--- src/rtl/button_press_classifier.sv ---
`default_nettype none
// =============================================================================
// button_press_classifier
//   Turns a debounced button level into one single-cycle event per press:
//   short, long or (with macro DOUBLE_PRESS_EN) double press, plus a hold level.
//   Revision 1.0
// =============================================================================
module button_press_classifier #(
  parameter int unsigned LONG_TICKS = 50000000,
  parameter int unsigned GAP_TICKS  = 12500000,
  parameter int unsigned CNT_W      = 27
) (
  input  logic clk,
  input  logic reset_n,
  input  logic debounced_in,
  output logic short_press,
  output logic long_press,
  output logic double_press,
  output logic holding
);

  localparam logic [2:0] S_IDLE      = 3'd0;
  localparam logic [2:0] S_PRESSED   = 3'd1;
  localparam logic [2:0] S_LONG_HELD = 3'd2;
`ifdef DOUBLE_PRESS_EN
  localparam logic [2:0] S_WAIT_GAP  = 3'd3;
  localparam logic [2:0] S_SECOND    = 3'd4;
  localparam logic [CNT_W-1:0] C_GAP_LAST = CNT_W'(GAP_TICKS - 1);
`endif
  localparam logic [CNT_W-1:0] C_LONG_LAST = CNT_W'(LONG_TICKS - 1);
  localparam logic [CNT_W-1:0] C_ONE       = CNT_W'(1);

  // Reject parameter sets whose thresholds cannot be reached by the counter.
  if (LONG_TICKS < 2 || LONG_TICKS >= (64'd1 << CNT_W)) begin : g_long_range_err
    $error("LONG_TICKS out of range for CNT_W");
  end
  if (GAP_TICKS < 2 || GAP_TICKS >= (64'd1 << CNT_W)) begin : g_gap_range_err
    $error("GAP_TICKS out of range for CNT_W");
  end

  logic [2:0]       state_d, state_q;
  logic [CNT_W-1:0] cnt_d, cnt_q;
  logic             short_d, short_q;
  logic             long_d, long_q;
  logic             double_d, double_q;
  logic             holding_d, holding_q;

  always_comb begin
    state_d  = state_q;
    cnt_d    = cnt_q;
    short_d  = 1'b0;
    long_d   = 1'b0;
    double_d = 1'b0;
    case (state_q)
      S_IDLE: begin
        if (debounced_in) begin
          state_d = S_PRESSED;
          cnt_d   = C_ONE;
        end
      end
      S_PRESSED: begin
        if (debounced_in) begin
          if (cnt_q == C_LONG_LAST) begin
            state_d = S_LONG_HELD;
            long_d  = 1'b1;
          end else begin
            cnt_d = cnt_q + C_ONE;
          end
        end else begin
`ifdef DOUBLE_PRESS_EN
          state_d = S_WAIT_GAP;
          cnt_d   = C_ONE;
`else
          state_d = S_IDLE;
          short_d = 1'b1;
`endif
        end
      end
      S_LONG_HELD: begin
        if (!debounced_in) begin
          state_d = S_IDLE;
        end
      end
`ifdef DOUBLE_PRESS_EN
      S_WAIT_GAP: begin
        if (debounced_in) begin
          state_d  = S_SECOND;
          double_d = 1'b1;
        end else if (cnt_q == C_GAP_LAST) begin
          state_d = S_IDLE;
          short_d = 1'b1;
        end else begin
          cnt_d = cnt_q + C_ONE;
        end
      end
      // Long detection is deliberately off here: the press already became a double.
      S_SECOND: begin
        if (!debounced_in) begin
          state_d = S_IDLE;
        end
      end
`endif
      default: begin
        state_d = S_IDLE;
        cnt_d   = '0;
      end
    endcase
    holding_d = (state_d == S_LONG_HELD);
  end

  always_ff @(posedge clk) begin
    if (!reset_n) begin
      state_q   <= S_IDLE;
      cnt_q     <= '0;
      short_q   <= 1'b0;
      long_q    <= 1'b0;
      double_q  <= 1'b0;
      holding_q <= 1'b0;
    end else begin
      state_q   <= state_d;
      cnt_q     <= cnt_d;
      short_q   <= short_d;
      long_q    <= long_d;
      double_q  <= double_d;
      holding_q <= holding_d;
    end
  end

  assign short_press = short_q;
  assign long_press  = long_q;
  assign holding     = holding_q;
`ifdef DOUBLE_PRESS_EN
  assign double_press = double_q;
`else
  assign double_press = 1'b0;
  logic unused_double;
  assign unused_double = double_q;
`endif

endmodule
`default_nettype wire

--- config.mk ---
export PLATFORM = sky130hd
export DESIGN_NAME = button_press_classifier
export DESIGN_NICKNAME = d
export VERILOG_FILES = /design/src/rtl/button_press_classifier.sv
export SDC_FILE = /design/constraint.sdc
export NUM_CORES = 1
export LEC_CHECK = 0
export ABC_AREA = 0
export BUFFER_PORTS_ARGS = -buffer_cell sky130_fd_sc_hd__buf_2
export CORE_MARGIN = 2
export CORE_UTILIZATION = 40
export DETAILED_ROUTE_END_ITERATION = 16
export PLACE_DENSITY = 0.65
export SYNTH_ARGS = -nofsm -noshare
export SYNTH_HDL_FRONTEND = slang
export SYNTH_SLANG_ARGS = --single-unit
export TNS_END_PERCENT = 1
--- constraint.sdc ---
create_clock -name clk -period 3.67 [get_ports clk]
set_input_delay 0.5505 -clock clk [delete_from_list [all_inputs] [get_ports clk]]
set_output_delay 0.5505 -clock clk [all_outputs]
set_load 0.05 [all_outputs]
# After elaboration in Yosys (flattened, before gate mapping)
# Cells that the tools add are included.
# classes
add_sub_neg,1
n_eq_ne,7
n_mux,11
n_bitwise,1
n_reduce_logical,4
# op_table
cell,count
$mux 27,3
$pmux 27 s3,1
$add 27x1->27 const B,1
$eq 27x26->1 const B,1
$mux 3,4
$pmux 3 s3,1
$eq 3x2->1 const B,2
$ne 2x2->1 const B,3
$reduce_and 4->1,1
$eq 3x1->1 const B,1
$logic_not 3->1,1
$reduce_and 3->1,1
$mux 1,2
$reduce_and 2->1,1
$not 1->1,1
# word_totals
register_bits,33
inputBits,3
out_inout_bits,4
word_cells,29

# Logic depth before layout (Yosys ltp)
# Gate-level depths: netlist of run 1.
# logic_depth
ltp_word,5
depth_mapped,7

# Worst setup path before layout of run 1
# No wires, ideal clock.
# synth_path
path_type,reg2reg
from,reg cnt_q[0]
to,reg cnt_q[1]
arrival_ps,1661
setup_slack_ps,1939
stages_incl_launch_ff,7
path_buffers,0
synth_period_minus_slack_ps,1731
path_cell_list,dfxtp_1 -> ha_1 -> nor3b_1 -> nand4_1 -> nor3_2 -> or4b_2 -> a21boi_1
# synth_between
elab_chain_len,4
elab_cells_between_ends,7
classes_between,add/sub (1); eq/ne (2); mux (3); reduce/logical (1)
# synth_lines
item,line,rtl
from (decl),42,"logic [CNT_W-1:0] cnt_d, cnt_q;"
from (signal assigned),121,cnt_q <= cnt_d;
$add 27x1->27,67,cnt_d = cnt_q + C_ONE;
$mux 27,63,if (cnt_q == C_LONG_LAST) begin
$mux 27,62,if (debounced_in) begin
$pmux 27 s3,54,case (state_q)
# Several ways; a longest one is shown, not always the timed one. The select of a mux whose other input is x is not followed.
# A chain may end at the register's enable or synchronous reset.

# Worst setup path in the final report of run 1
# layout_path
from,reg cnt_q[0]
to,reg cnt_q[2]
# The elaborated chain is that of the path after synthesis.

==> results of run 1 <==
[placed cells by master, fill, tap and decap left out, drive strengths merged, types with 2 or more instances in the layout]
master,instances
o21ai,10
or3,10
a21oi,12
nand3,7
dfxtp,33
nor2,17
conb,2
or2,2
nor3,10
nand2,17
xnor2,15
buf,5
clkbuf,7
and4,4
nor4b,2
nand4,6
nor3b,4
nor4,9
inv,5
o2111ai,2
a211oi,2
[registers in the layout (all words and copies together), names as in the netlist]
name,flops
cnt_q,27
state_q,3
holding,1
long_press,1
short_press,1
[worst max-delay path: stages (launching register included)]
cell and delay, ns:
dfxtp_1 0.37, ha_1 0.31, nor3b_1 0.22, nand4_1 0.22, o41ai_2 0.69, or3_2 0.24
a21oi_1 0.06
[power by group through the flow]
stage          Clock (W)  Sequential [W]  Combinational, W
6_report        0.000275        0.000363         0.0000199
5_1_grt         0.000302        0.000364         0.0000222
4_1_cts         0.000287        0.000363         0.0000201
3_5_place_dp           0        0.000371         0.0000199
3_3_place_gp           0        0.000371         0.0000198
2_1_floorplan          0        0.000370         0.0000177
[worst min-delay path by stage]
stage                       startpoint           to  slack (ns)
after global routing      debounced_in  short_press        0.47
after detailed placement      cnt_q[1]     cnt_q[1]        0.47
after global placement        cnt_q[5]     cnt_q[5]        0.47
after floorplan               cnt_q[1]     cnt_q[1]        0.45
final                     debounced_in  short_press        0.47
after CTS                 debounced_in  short_press        0.46
[stage by stage]
stage	area, um2	utilization
after floorplan	1640	-
after global placement	1670	0.419
after detailed placement	1670	0.419
after CTS	1750	0.441
after global routing	1750	0.441
final	1750	0.441
[final cells by class]
class                   count  area share
inverters                   5      0.0107
flip-flops and latches     33       0.377
clock buffers               7      0.0493
multi-input cells         143       0.513
well taps                  50      0.0357
repair buffers              5      0.0143
[kinds of logic (layout without fill, tap and decap cells)]
family                     Yosys count  count (layout)  synth area share
and+or+nand+nor                     93              93             0.316
xor gates and xnor gates            15              15            0.0805
adders and majority gates            1               1           0.00767
AOI/OAI and AO/OA                   31              31             0.133
buffers and inverters               15              17            0.0468
DFF                                 33              33             0.405
other                                1               2           0.00230
muxes                                1               1           0.00920
[routing by layer]
layer / GRT usage / wire length [um]
met5: 0 / 0
met4: 0.0750 / 62
met3: 0.0641 / 125
met2: 0.248 / 1380
met1: 0.214 / 1530
==> results.cfg, run 1 <==
[global_routing]
antenna_found_initial = 0
grt_pass1_wl_um = 5640
grt_pass1_vias = 1228
grt_max_degree = 26
grt_usage = 0.167
grt_overflow = 0

[place]
gp_congestion = 0.704
io_buffers = 5
dpl.cell_count = 236
dp_slack_ns = 1.43
dp_hpwl_um = 2120

[logic_synthesis]
ys_types = 40
async_reset_ff_frac = 0
syn_inst = 190
synth-seq-area-share = 0.405
synth_area_um2 = 1630
ys.flop_type = dfxtp_1
syn_area_per_cell_um2 = 8.59
synth_most_common_cell = dfxtp_1
synth_warnings = 0
yosys-top-cells-area = dfxtp_1, xnor2_1, nand2_1
ys_top_cells_by_count = dfxtp_1, nand2_1, nor2_1, xnor2_1, a21oi_1
yosysTopAreaCellShare = 0.405
synth_edf_count = 0
synth-seq-cells = 33
synth_top_area_cell = dfxtp_1

[die]
initial_utilization = 0.411
die_x_um = 67.9
ios = 7
die_h_um = 67.9
core-area_um2 = 3970
rows = 23
die-area_um2 = 4610

[cts]
clock_sinks = 33
postCtsResizedCells = 0
cts_buffer_depth = 2
post_cts_buffers = 0
cts_buffers = 5
cts.clk_slew.worst_paths_ns = 0.07
cts_tree = yes
hold_buffers = 0
clk_latency_ns = 0.29
htree_levels = 2
clk_root_buffer_cell = clkbuf_8

[setup_path]
r2r_setup_slack_ns = 1.42
r2r-start = cnt_q[0]
startpoint_type = register
reg2reg_depth = 6
reg2reg_to = cnt_q[2]
crit_arrival_ns = 2.39
cp-endpoint = cnt_q[2]
worst_setup_path_end_kind = register
critPathKind = reg -> reg
worstPathMaxFanout = 11
worstPathRequired_ns = 3.81
cp-startpoint = cnt_q[0]

[pwr]
switchingPower_w = 0.000144
power_frac_seq = 0.552
leakage_nw = 0.475
internal_power_w = 0.000515
p_sw_frac = 0.218
finalPower_w = 0.000658
p_comb_frac = 0.030
peakVddDrop_uv = 194
powerDensity_nw_per_um2 = 376
clockPowerShare = 0.418

[layout]
multi_input_area_um2 = 898
nFillCells = 407
drive_above_1_share = 0.119
layout.nets = 197
seqCellArea_um2 = 661
area_delta_synth_final_pct = 7.36
n_antenna_cell = 0
final_cells = 243

[routing]
wl_per_cell_um = 12.7
wl_um = 3100
drt_pass1_iterations = 4
first_iter_violations = 100
viasPerCell = 5.49
num_vias = 1334
drc_errors = 0
ant_nets = 0

[sta]
fin_skew_ns = 0.00593
hold_slack_ns = 0.474
fin_setup_tns_ns = 0
layout_setup_ws_ns = 1.42
maxSlewHeadroom = 0.454
setup_viol = 0
final_hold_viol_count = 0
fmax_ghz = 0.444
slew_viol_final = 0
rsz0062_at_grt = false
worst_pin_slew_ns = 0.817
finalCritPeriodShare = 0.614
layout_min_cycle_time_ns = 2.25

[flow_run]
max_cap_violations = 0

[min_path]
whs_path_depth = 2
min_path_type = in -> reg

[outcome]
status = finished, final reports clean
Power figures use the tool's default switching activity.
==> run 2: changes to the inputs <==
ABC_AREA = 1   (was 0)
PLACE_DENSITY = 0.67   (was 0.65)
clock period = 2 ns   (was 3.67 ns; I/O delays follow)
==> run 2 against run 1 <==
  * Setup slack got worse by 1.1 ns
  * Die area grew 26%
  * Synthesized cell count up 76%
  * Core utilization rose by 1.0 points
  * Clock skew rose by 0.0034 ns
  * Non-clock buffer count increased by 7
  * First-iteration DRC count is 15% lower
  * Register-to-register slack worse by 1.1 ns
  * Fmax increased by 31%
  * Global-route usage fell by 0.088 points
  * Via count grew 51%
  * Combinational power rose to 2.9 times the previous value
  * Largest power group unchanged
==> results.cfg, run 2 <==
[routing]
drc_errors = 0
viasPerCell = 4.86
num_vias = 2010
ant_nets = 0
drt_pass1_iterations = 4
wl_per_cell_um = 11.2
first_iter_violations = 85
wl_um = 4640

[setup_path]
max_stage_delay_ns = 0.39
worstPathMaxFanout = 21
worst_setup_path_end_kind = register
crit_arrival_ns = 1.89
critPathKind = reg -> reg
cp_cell_sequence = ha_1 > nand3_2 > nor2_4 > nand3_4 > buf_12 > nand3_1 > nand2_1 > nand2_1 > nor2_1
worstPathRequired_ns = 2.16
cp_top_family = simple AND/OR/NAND/NOR gates
crit_buf_inv = 1
path_common_cell = nand2_1
startpoint_type = register
slowest_stage = dfxtp_1

[pwr]
power_frac_seq = 0.516
leakage_nw = 0.863
switchingPower_w = 0.000300
powerDensity_nw_per_um2 = 561
peakVddDrop_uv = 399
clockPowerShare = 0.439
internal_power_w = 0.000985
p_sw_frac = 0.233
p_comb_frac = 0.045

[global_routing]
antenna_found_initial = 0
grt_pass1_wl_um = 7840
grt_usage = 0.166
grt_pass1_vias = 1731
grt_max_degree = 46
grt_overflow = 0

[cts]
cts.clk_slew.worst_paths_ns = 0.07
clk_root_buffer_cell = clkbuf_8
cts_buffer_depth = 2
cts_buffers = 5
postCtsResizedCells = 0
cts_tree = yes
htree_levels = 2
hold_buffers = 0
clock_sinks = 33
clk_latency_ns = 0.29
post_cts_buffers = 0

[layout]
top_register = cnt_q
final_util = 0.451
final_cells = 414
final_area_um2 = 2290
largest_registers = cnt_q: 27 flops, state_q: 3 flops
most-common-layout-cells = nand2_1, nor2_1, inv_1, dfxtp_1, nand4_1
drive_above_1_share = 0.116
layout.nets = 347
final_common_cell = nand2_1
n_antenna_cell = 0
nFillCells = 552
largest_register_ffs = 27
area_delta_synth_final_pct = 9.97

[logic_synthesis]
synth_edf_count = 0
ys_types = 26
synth_most_common_cell = nand2_1
synth_top_area_cell = dfxtp_1
synth_area_um2 = 2080
synth-seq-cells = 33
syn_area_per_cell_um2 = 6.24
async_reset_ff_frac = 0
syn_inst = 334
synth_warnings = 0
yosysTopAreaCellShare = 0.317
synth-seq-area-share = 0.317
yosys-top-cells-area = dfxtp_1, nand2_1, nor2_1
ys_top_cells_by_count = nand2_1, nor2_1, inv_1, dfxtp_1, nand4_1
ys.flop_type = dfxtp_1

[place]
gp_congestion = 0.841
io_buffers = 5
placed_cell_area_um2 = 2180
dpl.cell_count = 405
dp_slack_ns = 0.199
dp_hpwl_um = 3330

[sta]
fmax_ghz = 0.580
final_hold_viol_count = 0
layout_min_cycle_time_ns = 1.73
fin_skew_ns = 0.00928
slew_viol_final = 0
fin_setup_tns_ns = 0
layout_setup_ws_ns = 0.274
setup_viol = 0
rsz0062_at_grt = false
finalCritPeriodShare = 0.863

[die]
die_x_um = 76.2
ios = 7
die_h_um = 76.2
initial_utilization = 0.411
rows = 26
die-area_um2 = 5800
core-area_um2 = 5070

[flow_run]
max_cap_violations = 0

[outcome]
status = finished, final reports clean

[min_path]
min_path_type = in -> reg
==> run 2: cell count changes after synthesis, sizes merged, moves of 10 or more <==
cell	delta
inv	+42
nand3	+21
or3	-10
nor2	+46
nand2	+77
xnor2	-15
nand4	+24
==> run 2: stage by stage <==
step | power, W | hold slack (ns)
after floorplan | 0.000722 | 0.379
after global placement | 0.000736 | 0.495
after detailed placement | 0.000736 | 0.495
after CTS | 0.00130 | 0.200
after global routing | 0.00134 | 0.206
final | 0.00129 | 0.206
==> run 2: cell families (layout without fill, tap and decap cells) <==
| kind of cell | count (synthesis) | in the layout | share of synthesized area |
|---|---|---|---|
| and+or+nand+nor | 222 | 223 | 0.491 |
| buffers and inverters | 59 | 67 | 0.127 |
| DFF | 33 | 33 | 0.317 |
| AOI/OAI and AO/OA | 13 | 13 | 0.0366 |
| xor gates and xnor gates | 5 | 5 | 0.0210 |
| adders and majority gates | 1 | 1 | 0.00601 |
| other | 1 | 2 | 0.00180 |
==> run 2: path summary, 6_finish.rpt <==
kind                     start           to  slack (ns)  cells past startpoint
setup / recovery      cnt_q[0]    cnt_q[25]        0.27                      9
hold / removal    debounced_in  short_press        0.21                      2
setup reg to reg      cnt_q[0]    cnt_q[25]        0.27                      9
hold reg to reg       cnt_q[1]     cnt_q[1]        0.51                      2
==> run 2: layout make-up <==
class	count	area, um2	area share
Clock buffer	7	96.3	0.0421
Inverter	47	176	0.0770
Clock inverter	1	5.00	0.00218
Sequential cell	33	661	0.288
Tap cell	70	87.6	0.0382
Timing Repair Buffer	12	90.1	0.0393
Multi-Input combinational cell	244	1170	0.513
==> run 2: power groups by stage <==
stage	combinational, W	clock [W]	sequential [W]
detailed placement	0.0000578	0	0.000678
floorplan	0.0000438	0	0.000679
global placement	0.0000576	0	0.000678
global route	0.0000650	0.000608	0.000663
CTS	0.0000579	0.000577	0.000663
finish	0.0000583	0.000564	0.000663
==> run 2: per-layer routing <==
layer	vias up	wire, um	GRT usage
met5	-	0	0
met4	0	65	0.0618
met3	4	195	0.0320
met2	30	2100	0.259
met1	899	2280	0.228
li1	1077	-	-
